### config.mk
export PLATFORM = sky130hd
export DESIGN_NAME = sport0_tx_serializer_flat
export DESIGN_NICKNAME = d
export VERILOG_FILES = /design/src/rtl/sport_pkg.sv /design/src/rtl/sport0_tx_serializer_if.sv /design/src/rtl/sport_sclk_gen.sv /design/src/rtl/sport0_tx_serializer.sv /design/src/flat_wrapper.sv
export SDC_FILE = /design/constraint.sdc
export NUM_CORES = 1
export LEC_CHECK = 0
export ABC_AREA = 1
export ABC_CLOCK_PERIOD_IN_PS = 3300
export CORE_UTILIZATION = 24
export CTS_BUF_LIST = sky130_fd_sc_hd__clkbuf_8 sky130_fd_sc_hd__clkbuf_16
export CTS_CLUSTER_SIZE = 24
export DETAILED_ROUTE_END_ITERATION = 12
export GPL_ROUTABILITY_DRIVEN = 0
export GPL_TIMING_DRIVEN = 0
export PLACE_DENSITY = 0.43
export SYNTH_ARGS = -nofsm -noshare
export SYNTH_HDL_FRONTEND = slang
export SYNTH_SLANG_ARGS = --single-unit
### constraint.sdc
create_clock -name DSPCLK -period 3.3 [get_ports DSPCLK]
set_input_delay 0.825 -clock DSPCLK [delete_from_list [all_inputs] [get_ports DSPCLK]]
set_output_delay 0.825 -clock DSPCLK [all_outputs]
set_load 0.02 [all_outputs]
### src/rtl/sport_pkg.sv
// Shared SPORT0 types and constants for the transmit path and the clock generator.
package sport_pkg;

    localparam int unsigned TX_WIDTH = 32;
    localparam int unsigned SLEN_MIN = 1;

    typedef enum logic [1:0] {
        IDLE,
        SYNC,
        SHIFT
    } state_e;

endpackage

### src/rtl/sport0_tx_serializer_if.sv
// Core-side TX buffer write port and status flags of the SPORT0 transmitter.
interface sport0_tx_serializer_if;
    import sport_pkg::*;

    logic [TX_WIDTH-1:0] TX_DATA;
    logic                TX_we;
    logic                TBUF_FULL;
    logic                TXREQ;
    logic                TUVF;

    modport master (output TX_DATA, TX_we, input TBUF_FULL, TXREQ, TUVF);
    modport slave  (input TX_DATA, TX_we, output TBUF_FULL, TXREQ, TUVF);

endinterface

### src/rtl/sport_sclk_gen.sv
// SPORT serial clock: internal divider or external SCLK, producing driving/sampling edge strobes.
module sport_sclk_gen (
    input  logic        clk,
    input  logic        rst_n,
    input  logic        en,
    input  logic        isclk,
    input  logic [15:0] sclkdiv,
    input  logic        sclk_in,
    output logic        de,
    output logic        se,
    output logic        sclk_int
);

    logic [15:0] cnt_q, cnt_d;
    logic        sclk_q, sclk_d;
    logic        ext_q, ext_prev_q;
    logic        tick;

    always_comb begin
        tick   = isclk && (cnt_q == 16'd0);
        cnt_d  = cnt_q;
        sclk_d = sclk_q;
        de     = 1'b0;
        se     = 1'b0;
        if (!isclk) begin
            cnt_d  = sclkdiv;
            sclk_d = 1'b0;
            de     = en && ext_q && !ext_prev_q;
            se     = en && !ext_q && ext_prev_q;
        end else if (tick) begin
            cnt_d  = sclkdiv;
            sclk_d = ~sclk_q;
            // The edge that raises sclk_int is the driving edge
            de     = en && !sclk_q;
            se     = en && sclk_q;
        end else begin
            cnt_d = cnt_q - 16'd1;
        end
    end

    always_ff @(posedge clk) begin
        if (!rst_n || !en) begin
            cnt_q      <= sclkdiv;
            sclk_q     <= 1'b0;
            ext_q      <= 1'b0;
            ext_prev_q <= 1'b0;
        end else begin
            cnt_q      <= cnt_d;
            sclk_q     <= sclk_d;
            ext_q      <= sclk_in;
            ext_prev_q <= ext_q;
        end
    end

    assign sclk_int = sclk_q;

endmodule

### src/rtl/sport0_tx_serializer.sv
// SPORT0 transmit engine: TX buffer, framing FSM and MSB-first shifter onto DT.
module sport0_tx_serializer
    import sport_pkg::*;
(
    input  logic        DSPCLK,
    input  logic        RST_n,
    input  logic        TEN,
    input  logic        ISCLK,
    input  logic [15:0] SCLKDIV,
    input  logic        ITFS,
    input  logic        FSW,
    input  logic        INVTFS,
    input  logic        INVxSCLK,
    input  logic [4:0]  SLEN,
    input  logic        SCLK_in,
    input  logic        TFS_in,
    sport0_tx_serializer_if.slave bus,
    output logic        SCLK_out,
    output logic        SCLK_oe,
    output logic        TFS_out,
    output logic        TFS_oe,
    output logic        DT,
    output logic        DT_oe
);

    logic de, se, sclk_int;

    sport_sclk_gen u_sclk_gen (
        .clk      (DSPCLK),
        .rst_n    (RST_n),
        .en       (TEN),
        .isclk    (ISCLK),
        .sclkdiv  (SCLKDIV),
        .sclk_in  (SCLK_in),
        .de       (de),
        .se       (se),
        .sclk_int (sclk_int)
    );

    state_e              state_q, state_d;
    logic [TX_WIDTH-1:0] buf_q, buf_d, shreg_q, shreg_d;
    logic [4:0]          bitcnt_q, bitcnt_d, slen_eff;
    logic                full_q, full_d, last_q, last_d, tfs_q, tfs_d;
    logic                dt_q, dt_d, dt_oe_q, dt_oe_d, txreq_q, txreq_d, tuvf_q, tuvf_d;
    logic                load, tfs_ext;

    assign slen_eff = (SLEN < 5'(SLEN_MIN)) ? 5'(SLEN_MIN) : SLEN;
    assign tfs_ext  = TFS_in ^ INVTFS;

    always_comb begin
        state_d  = state_q;
        shreg_d  = shreg_q;
        bitcnt_d = bitcnt_q;
        last_d   = last_q;
        tfs_d    = tfs_q;
        dt_d     = dt_q;
        dt_oe_d  = dt_oe_q;
        tuvf_d   = tuvf_q;
        load     = 1'b0;
        unique case (state_q)
            IDLE: begin
                if (ITFS) begin
                    if (de && full_q) begin
                        load  = 1'b1;
                        tfs_d = 1'b1;
                        if (FSW) begin
                            dt_d     = buf_q[slen_eff];
                            dt_oe_d  = 1'b1;
                            bitcnt_d = slen_eff - 5'd1;
                            last_d   = 1'b0;
                            state_d  = SHIFT;
                        end else begin
                            bitcnt_d = slen_eff;
                            state_d  = SYNC;
                        end
                    end
                end else if (se && tfs_ext) begin
                    if (full_q) begin
                        load     = 1'b1;
                        bitcnt_d = slen_eff;
                        state_d  = SYNC;
                    end else begin
                        tuvf_d = 1'b1;
                    end
                end
            end
            SYNC: begin
                if (de) begin
                    dt_d     = shreg_q[bitcnt_q];
                    dt_oe_d  = 1'b1;
                    tfs_d    = 1'b0;
                    bitcnt_d = bitcnt_q - 5'd1;
                    last_d   = 1'b0;
                    state_d  = SHIFT;
                end
            end
            SHIFT: begin
                if (de) begin
                    tfs_d = 1'b0;
                    if (last_q) begin
                        // Alternate framing chains the next word with TFS on its MSB
                        if (ITFS && FSW && full_q) begin
                            load     = 1'b1;
                            tfs_d    = 1'b1;
                            dt_d     = buf_q[slen_eff];
                            bitcnt_d = slen_eff - 5'd1;
                            last_d   = 1'b0;
                        end else begin
                            dt_d    = 1'b0;
                            dt_oe_d = 1'b0;
                            state_d = IDLE;
                        end
                    end else begin
                        dt_d     = shreg_q[bitcnt_q];
                        bitcnt_d = bitcnt_q - 5'd1;
                        if (bitcnt_q == 5'd0) begin
                            last_d = 1'b1;
                            // Normal framing: TFS rides on the last bit, MSB follows via SYNC
                            if (ITFS && !FSW && full_q) begin
                                load     = 1'b1;
                                tfs_d    = 1'b1;
                                bitcnt_d = slen_eff;
                                state_d  = SYNC;
                            end
                        end
                    end
                end
            end
            default: state_d = IDLE;
        endcase
        if (load) begin
            shreg_d = buf_q;
        end
        full_d  = bus.TX_we ? 1'b1 : (load ? 1'b0 : full_q);
        buf_d   = bus.TX_we ? bus.TX_DATA : buf_q;
        txreq_d = load;
    end

    always_ff @(posedge DSPCLK) begin
        if (!RST_n || !TEN) begin
            state_q  <= IDLE;
            buf_q    <= '0;
            shreg_q  <= '0;
            bitcnt_q <= 5'd0;
            full_q   <= 1'b0;
            last_q   <= 1'b0;
            tfs_q    <= 1'b0;
            dt_q     <= 1'b0;
            dt_oe_q  <= 1'b0;
            txreq_q  <= 1'b0;
            tuvf_q   <= 1'b0;
        end else begin
            state_q  <= state_d;
            buf_q    <= buf_d;
            shreg_q  <= shreg_d;
            bitcnt_q <= bitcnt_d;
            full_q   <= full_d;
            last_q   <= last_d;
            tfs_q    <= tfs_d;
            dt_q     <= dt_d;
            dt_oe_q  <= dt_oe_d;
            txreq_q  <= txreq_d;
            tuvf_q   <= tuvf_d;
        end
    end

    assign SCLK_out      = sclk_int ^ INVxSCLK;
    assign SCLK_oe       = ISCLK & TEN;
    assign TFS_out       = tfs_q ^ INVTFS;
    assign TFS_oe        = ITFS & TEN;
    assign DT            = dt_q;
    assign DT_oe         = dt_oe_q;
    assign bus.TBUF_FULL = full_q;
    assign bus.TXREQ     = txreq_q;
    assign bus.TUVF      = tuvf_q;

endmodule

### src/flat_wrapper.sv
// flat-port wrapper written by rule: the top's interface ports become plain ports
module sport0_tx_serializer_flat import sport_pkg::*;
  (DSPCLK, RST_n, TEN, ISCLK, SCLKDIV, ITFS, FSW, INVTFS, INVxSCLK, SLEN, SCLK_in, TFS_in, SCLK_out, SCLK_oe, TFS_out, TFS_oe, DT, DT_oe, bus_TX_DATA, bus_TX_we, bus_TBUF_FULL, bus_TXREQ, bus_TUVF);
  sport0_tx_serializer_if bus_i ();
  input  logic DSPCLK;
  input  logic RST_n;
  input  logic TEN;
  input  logic ISCLK;
  input  logic [15:0] SCLKDIV;
  input  logic ITFS;
  input  logic FSW;
  input  logic INVTFS;
  input  logic INVxSCLK;
  input  logic [4:0] SLEN;
  input  logic SCLK_in;
  input  logic TFS_in;
  output logic SCLK_out;
  output logic SCLK_oe;
  output logic TFS_out;
  output logic TFS_oe;
  output logic DT;
  output logic DT_oe;
  input wire logic [$bits(bus_i.TX_DATA)-1:0] bus_TX_DATA;
  input wire logic [$bits(bus_i.TX_we)-1:0] bus_TX_we;
  output wire logic [$bits(bus_i.TBUF_FULL)-1:0] bus_TBUF_FULL;
  output wire logic [$bits(bus_i.TXREQ)-1:0] bus_TXREQ;
  output wire logic [$bits(bus_i.TUVF)-1:0] bus_TUVF;
  assign bus_i.TX_DATA = bus_TX_DATA;
  assign bus_i.TX_we = bus_TX_we;
  assign bus_TBUF_FULL = bus_i.TBUF_FULL;
  assign bus_TXREQ = bus_i.TXREQ;
  assign bus_TUVF = bus_i.TUVF;
  sport0_tx_serializer u_core (.DSPCLK(DSPCLK), .RST_n(RST_n), .TEN(TEN), .ISCLK(ISCLK), .SCLKDIV(SCLKDIV), .ITFS(ITFS), .FSW(FSW), .INVTFS(INVTFS), .INVxSCLK(INVxSCLK), .SLEN(SLEN), .SCLK_in(SCLK_in), .TFS_in(TFS_in), .bus(bus_i), .SCLK_out(SCLK_out), .SCLK_oe(SCLK_oe), .TFS_out(TFS_out), .TFS_oe(TFS_oe), .DT(DT), .DT_oe(DT_oe));
endmodule
# After elaboration in Yosys (flattened, before gate mapping)
# Index checks and enable logic that the tools add are counted.
# word_totals
input_bits	64
wordCells	155
regBits	97
# op_classes
reduce_logical	32
n_eq_ne	16
add_sub_neg	3
order_cmp	3
bitwise	9
muxes	77
# op_table
op	count
$mux 5	12
$mux 16	3
$mux 1	42
$mux 2	11
$logic_not 16->1	1
$reduce_and 8->1	2
$sub 16x1->16 const B	1
$pmux 5 s3	1
$logic_and 1x1->1	13
$lt 5x6->1 const B	2
$pmux 1 s3	4
$bmux 1 s5	2
$sub 5x1->5 const B	2
$ne 3x2->1 const B	3
$ne 2x1->1 const B	4
$reduce_and 7->1	1
$logic_not 1->1	6
$ne 2x2->1 const B	3
$ne 3x1->1 const B	2
$ne 3x3->1 const B	2
$pmux 2 s3	1
$reduce_and 6->1	1
$logic_not 5->1	1
$lt 5x1->1 const B	1
other kinds (13)	19

# Logic depth before layout (Yosys ltp)
# logic_depth
word_depth	10
mapped_depth	15
depth_no_buf	14

# Modules after synthesis
# From an unflattened synthesis, not the netlist that was laid out.
# hier_totals
cells_unflattened	801
area_unflattened_um2	5345.1
# by_module_without_submodules
mod	area_per_inst_um2	cells_per_inst	seq_area_each_um2	instances
sport0_tx_serializer	4081.4	592	1561.5	1
sport_sclk_gen	1263.7	209	380.4	1

# Worst setup path after synthesis
# Ideal clock, no wire load.
# synth_path
path_kind	in2reg
start	input SLEN[2]
end	register u_core.bitcnt_q[2]
cell_stages	13
path_buffers	1
arrival_time_ns	2.293
path_slack_ns	0.895
path_cell_list	clkbuf_2 > nor2_4 > nand2_2 > nand2_4 > inv_1 > ha_1 > xor2_1 > a21oi_1 > o21ai_0 > o21ai_0 > nand3_1 > nand2_1 > nor2_1
# synth_via
elab_chain_cells	7
# synth_lines
element	line_no	rtl
start: declaration	flat_wrapper.sv:14	input logic [4:0] SLEN;
$lt 5x1->1	sport0_tx_serializer.sv:47	assign slen_eff = (SLEN < 5'(SLEN_MIN)) ? 5'(SLEN_MIN) : SLEN;
$mux 5 (*)	sport0_tx_serializer.sv:47	
$sub 5x1->5 / $mux 5 (equally long branches)	sport0_tx_serializer.sv:69, sport0_tx_serializer.sv:106, sport0_tx_serializer.sv:119	
$mux 5, on equally long branches	sport0_tx_serializer.sv:102, sport0_tx_serializer.sv:66, sport0_tx_serializer.sv:116	
$mux 5, on equally long branches	sport0_tx_serializer.sv:100, sport0_tx_serializer.sv:63	
$mux 5, on equally long branches	sport0_tx_serializer.sv:98, sport0_tx_serializer.sv:62	
$pmux 5 s3 (*)	sport0_tx_serializer.sv:60	unique case (state_q)
end signal: assignment	sport0_tx_serializer.sv:156	bitcnt_q <= bitcnt_d;
end: declaration	sport0_tx_serializer.sv:42	logic [4:0] bitcnt_q, bitcnt_d, slen_eff;
# Mark *: on every way between the ends. The rest lies on a longest branch, timed or not. The select of a mux whose other input is x is not followed.
# A chain may end at the register's enable or synchronous reset.

# Worst setup path in the final report
# layout_path
start	input SLEN[1]
end	register u_core.bitcnt_q[2]
# Same word-level chain as after synthesis.

==> results.tsv <==
metric	value	unit
Hold Fails Final Rpt	0	
DIE HEIGHT	150	um
RSZ-0062 raised after global routing	false	
Sink Count	97	
critical path launch point type	primary input	
Mapped Cells	786	
first-pass GRT wire length	26.0	mm
drt drc	0	
antenna violations before repair	0	
Post-Syn Area per Cell	6.73	um2
mapped cell area	5290	um2
Core Footprint	21300	um2
nets	940	
net count after synthesis	858	
grt ovf	0	
Final Util	0.313	
CTS root buffer	clkbuf_16	
Yosys cell types	40	
FMAX	322	MHz
Rel. slew slack	0.571	
sequential element share of the synthesized area	0.367	
Area contributors post-synth	dfxtp_1 (37%), nand2_1 (12%), o21ai_0 (7.2%)	
Main synth FF type	dfxtp_1	
CP endpoint kind	flip-flop	
Required @ worst endpoint	3.55	ns
Bufs on Longest Clock Path	2	
later-pin clock latency in the skew report	0.36	ns
area occupied by multi-input gates	2830	um2
clk_skew	0.0150	ns
Detailed Place HPWL	12.0	mm
n_diodes	0	
Worst Path Max Fanout	10	
CP arrival	3.36	ns
clock-pin slew on the worst setup and hold paths	0.07	ns
Initial Utilization	0.249	
drt initial violations	195	
Rows	53	
hold_buf cts	0	
via/cell ratio	4.41	
placed cells	1132	
Final setup violation count	0	
synth-to-layout area growth	25.8	%
final WL	15.8	mm
io pins	73	
worst reg2reg setup slack	0.77	ns
Non-Filler Instances	1148	
H-tree level count	3	
share of layout cells above drive strength 1	0.111	
Synth area leader	dfxtp_1	
DRT Pass-1 Iters	4	
HP Class	reg -> reg	
min cycle time layout	3.11	ns
Tcrit/Tclk final	0.942	
maxcap violations	0	
largest net degree at the start of global routing	19	
post-CTS resize count	0	
GRT Util Overall	0.151	
CTS tree	built	
number of synthesized flops with an enable pin	0	
synthesis-stage register bit count	97	
Antenna Nets Post-Route	0	
fill count	2420	
IR drop worst, VDD	0.195	mV
wire length per cell	13.7	um
die area	22600	um2
CTS buffer count	9	
Reg area	1940	um2
Post-CTS Setup Inserts	0	
Async SR Flop Fraction	0	
run status	completed	
port bufs	71	
max-slew violation count	0	
Least-Margin Pin Slew	0.643	ns
Leak	2.83	nW
vias in the first global route	5007	
Die W	150	um
Tot Pwr	2.84	mW
setup TNS	0	ns
worst hold margin	0.474	ns
yosys warns	0	
power density cells	427	nW/um2
area share of the largest cell type after synthesis	0.367	
crit path kind	in -> reg	
vias post-DR	5059	
final cells by class:
type,instances,area share
sequential,97,0.292
tap,275,0.0517
clock inverter,7,0.0132
clock buffer,9,0.0338
timing repair buffer,71,0.107
buffer,30,0.0274
multi-input combinational,570,0.425
inverter,89,0.0502
cell families after synthesis:
kind of cell,after synthesis,share of synthesized area
buffers and inverters,119,0.0977
AO/OA/AOI/OAI,164,0.169
XOR/XNOR,13,0.0215
AND/OR/NAND/NOR,384,0.324
flip-flops,97,0.367
adder cells (fa/ha/maj),8,0.0189
multiplexers,1,0.00189
final timing paths:
kind | depth (start not counted) | startpoint | endpoint
max | 11 | SLEN[1] | u_core.bitcnt_q[2]
max reg2reg | 13 | u_core.bitcnt_q[1] | u_core.shreg_q[6]
min | 2 | u_core.buf_q[0] | u_core.buf_q[0]
min reg2reg | 2 | u_core.buf_q[0] | u_core.buf_q[0]
cells in the final DEF (no fill, tap or decap), types with 2 or more instances in the layout:
| cell type | n |
|---|---|
| a21boi_0 | 3 |
| a21oi_1 | 66 |
| a31oi_1 | 2 |
| buf_2 | 4 |
| buf_6 | 8 |
| clkbuf_1 | 15 |
| clkbuf_16 | 9 |
| clkdlybuf4s50_1 | 71 |
| clkinv_1 | 3 |
| clkinvlp_4 | 2 |
| dfxtp_1 | 97 |
| ha_1 | 8 |
| inv_1 | 75 |
| inv_2 | 11 |
| inv_8 | 3 |
| nand2_1 | 164 |
| nand2_2 | 3 |
| nand3_1 | 61 |
| nand3_2 | 5 |
| nand4_1 | 7 |
| nor2_1 | 97 |
| nor2_2 | 38 |
| nor2_4 | 3 |
| nor3_1 | 3 |
| o211ai_1 | 5 |
| o21ai_0 | 76 |
| o21ai_1 | 4 |
| xnor2_1 | 2 |
| xor2_1 | 11 |
sequential cells by signal, summed over array words and instances, names as in the netlist:
signal and flops:
u_core.bitcnt_q 5, u_core.state_q 2, u_core.last_q 1, u_core.bus.TUVF 1
u_core.u_sclk_gen.cnt_q 16, u_core.u_sclk_gen.ext_q 1, u_core.u_sclk_gen.ext_prev_q 1, u_core.bus.TBUF_FULL 1
u_core.DT 1, u_core.u_sclk_gen.sclk_int 1, u_core.tfs_q 1, u_core.shreg_q 32
u_core.buf_q 32, u_core.DT_oe 1, u_core.bus.TXREQ 1
worst max-delay path: stages:
cell and delay, ns:
clkdlybuf4s50_1 0.62, clkinv_1 0.42, buf_2 0.36, ha_1 0.26, xor2_1 0.18, a21oi_1 0.14, o21ai_0 0.09, o21ai_0 0.23
nand3_1 0.11, nand2_1 0.07, nor2_1 0.04
metrics by stage:
stage	cell area (um2)	setup slack, ns
final	6660	0.192
after global routing	6660	0.0753
after CTS	6660	0.238
after detailed placement	6350	-0.0794
after global placement	6350	-0.145
after floorplan	5290	0.895
power by group:
part | internal, mW | switching (mW)
sequential | 1.21 | 0.0332
clock | 0.606 | 0.515
combinational | 0.196 | 0.281
cell usage after synthesis, types with 2 or more instances:
| cell type | number |
|---|---|
| nor2_2 | 38 |
| nand2_2 | 3 |
| nand3_2 | 5 |
| nor2_1 | 97 |
| buf_2 | 4 |
| clkbuf_1 | 15 |
| buf_6 | 8 |
| inv_2 | 11 |
| nand3_1 | 61 |
| ha_1 | 8 |
| nor2_4 | 3 |
| xor2_1 | 11 |
| nand4_1 | 7 |
| nor3_1 | 3 |
| nand2_1 | 164 |
| o21ai_1 | 4 |
| dfxtp_1 | 97 |
| xnor2_1 | 2 |
| a21oi_1 | 66 |
| clkinv_1 | 3 |
| a21boi_0 | 3 |
| o211ai_1 | 5 |
| a31oi_1 | 2 |
| inv_1 | 75 |
| o21ai_0 | 76 |
layer usage:
layer | wire, um | track usage | up-vias | share of wire
met3 | 689 | 0.0255 | 11 | 0.044
met4 | 214 | 0.0439 | 0 | 0.014
li1 | - | - | 2704 | -
met5 | 0 | 0 | - | 0
met2 | 6920 | 0.234 | 99 | 0.44
met1 | 7960 | 0.212 | 2245 | 0.50
Note: power is estimated with default switching activity, not from simulation.
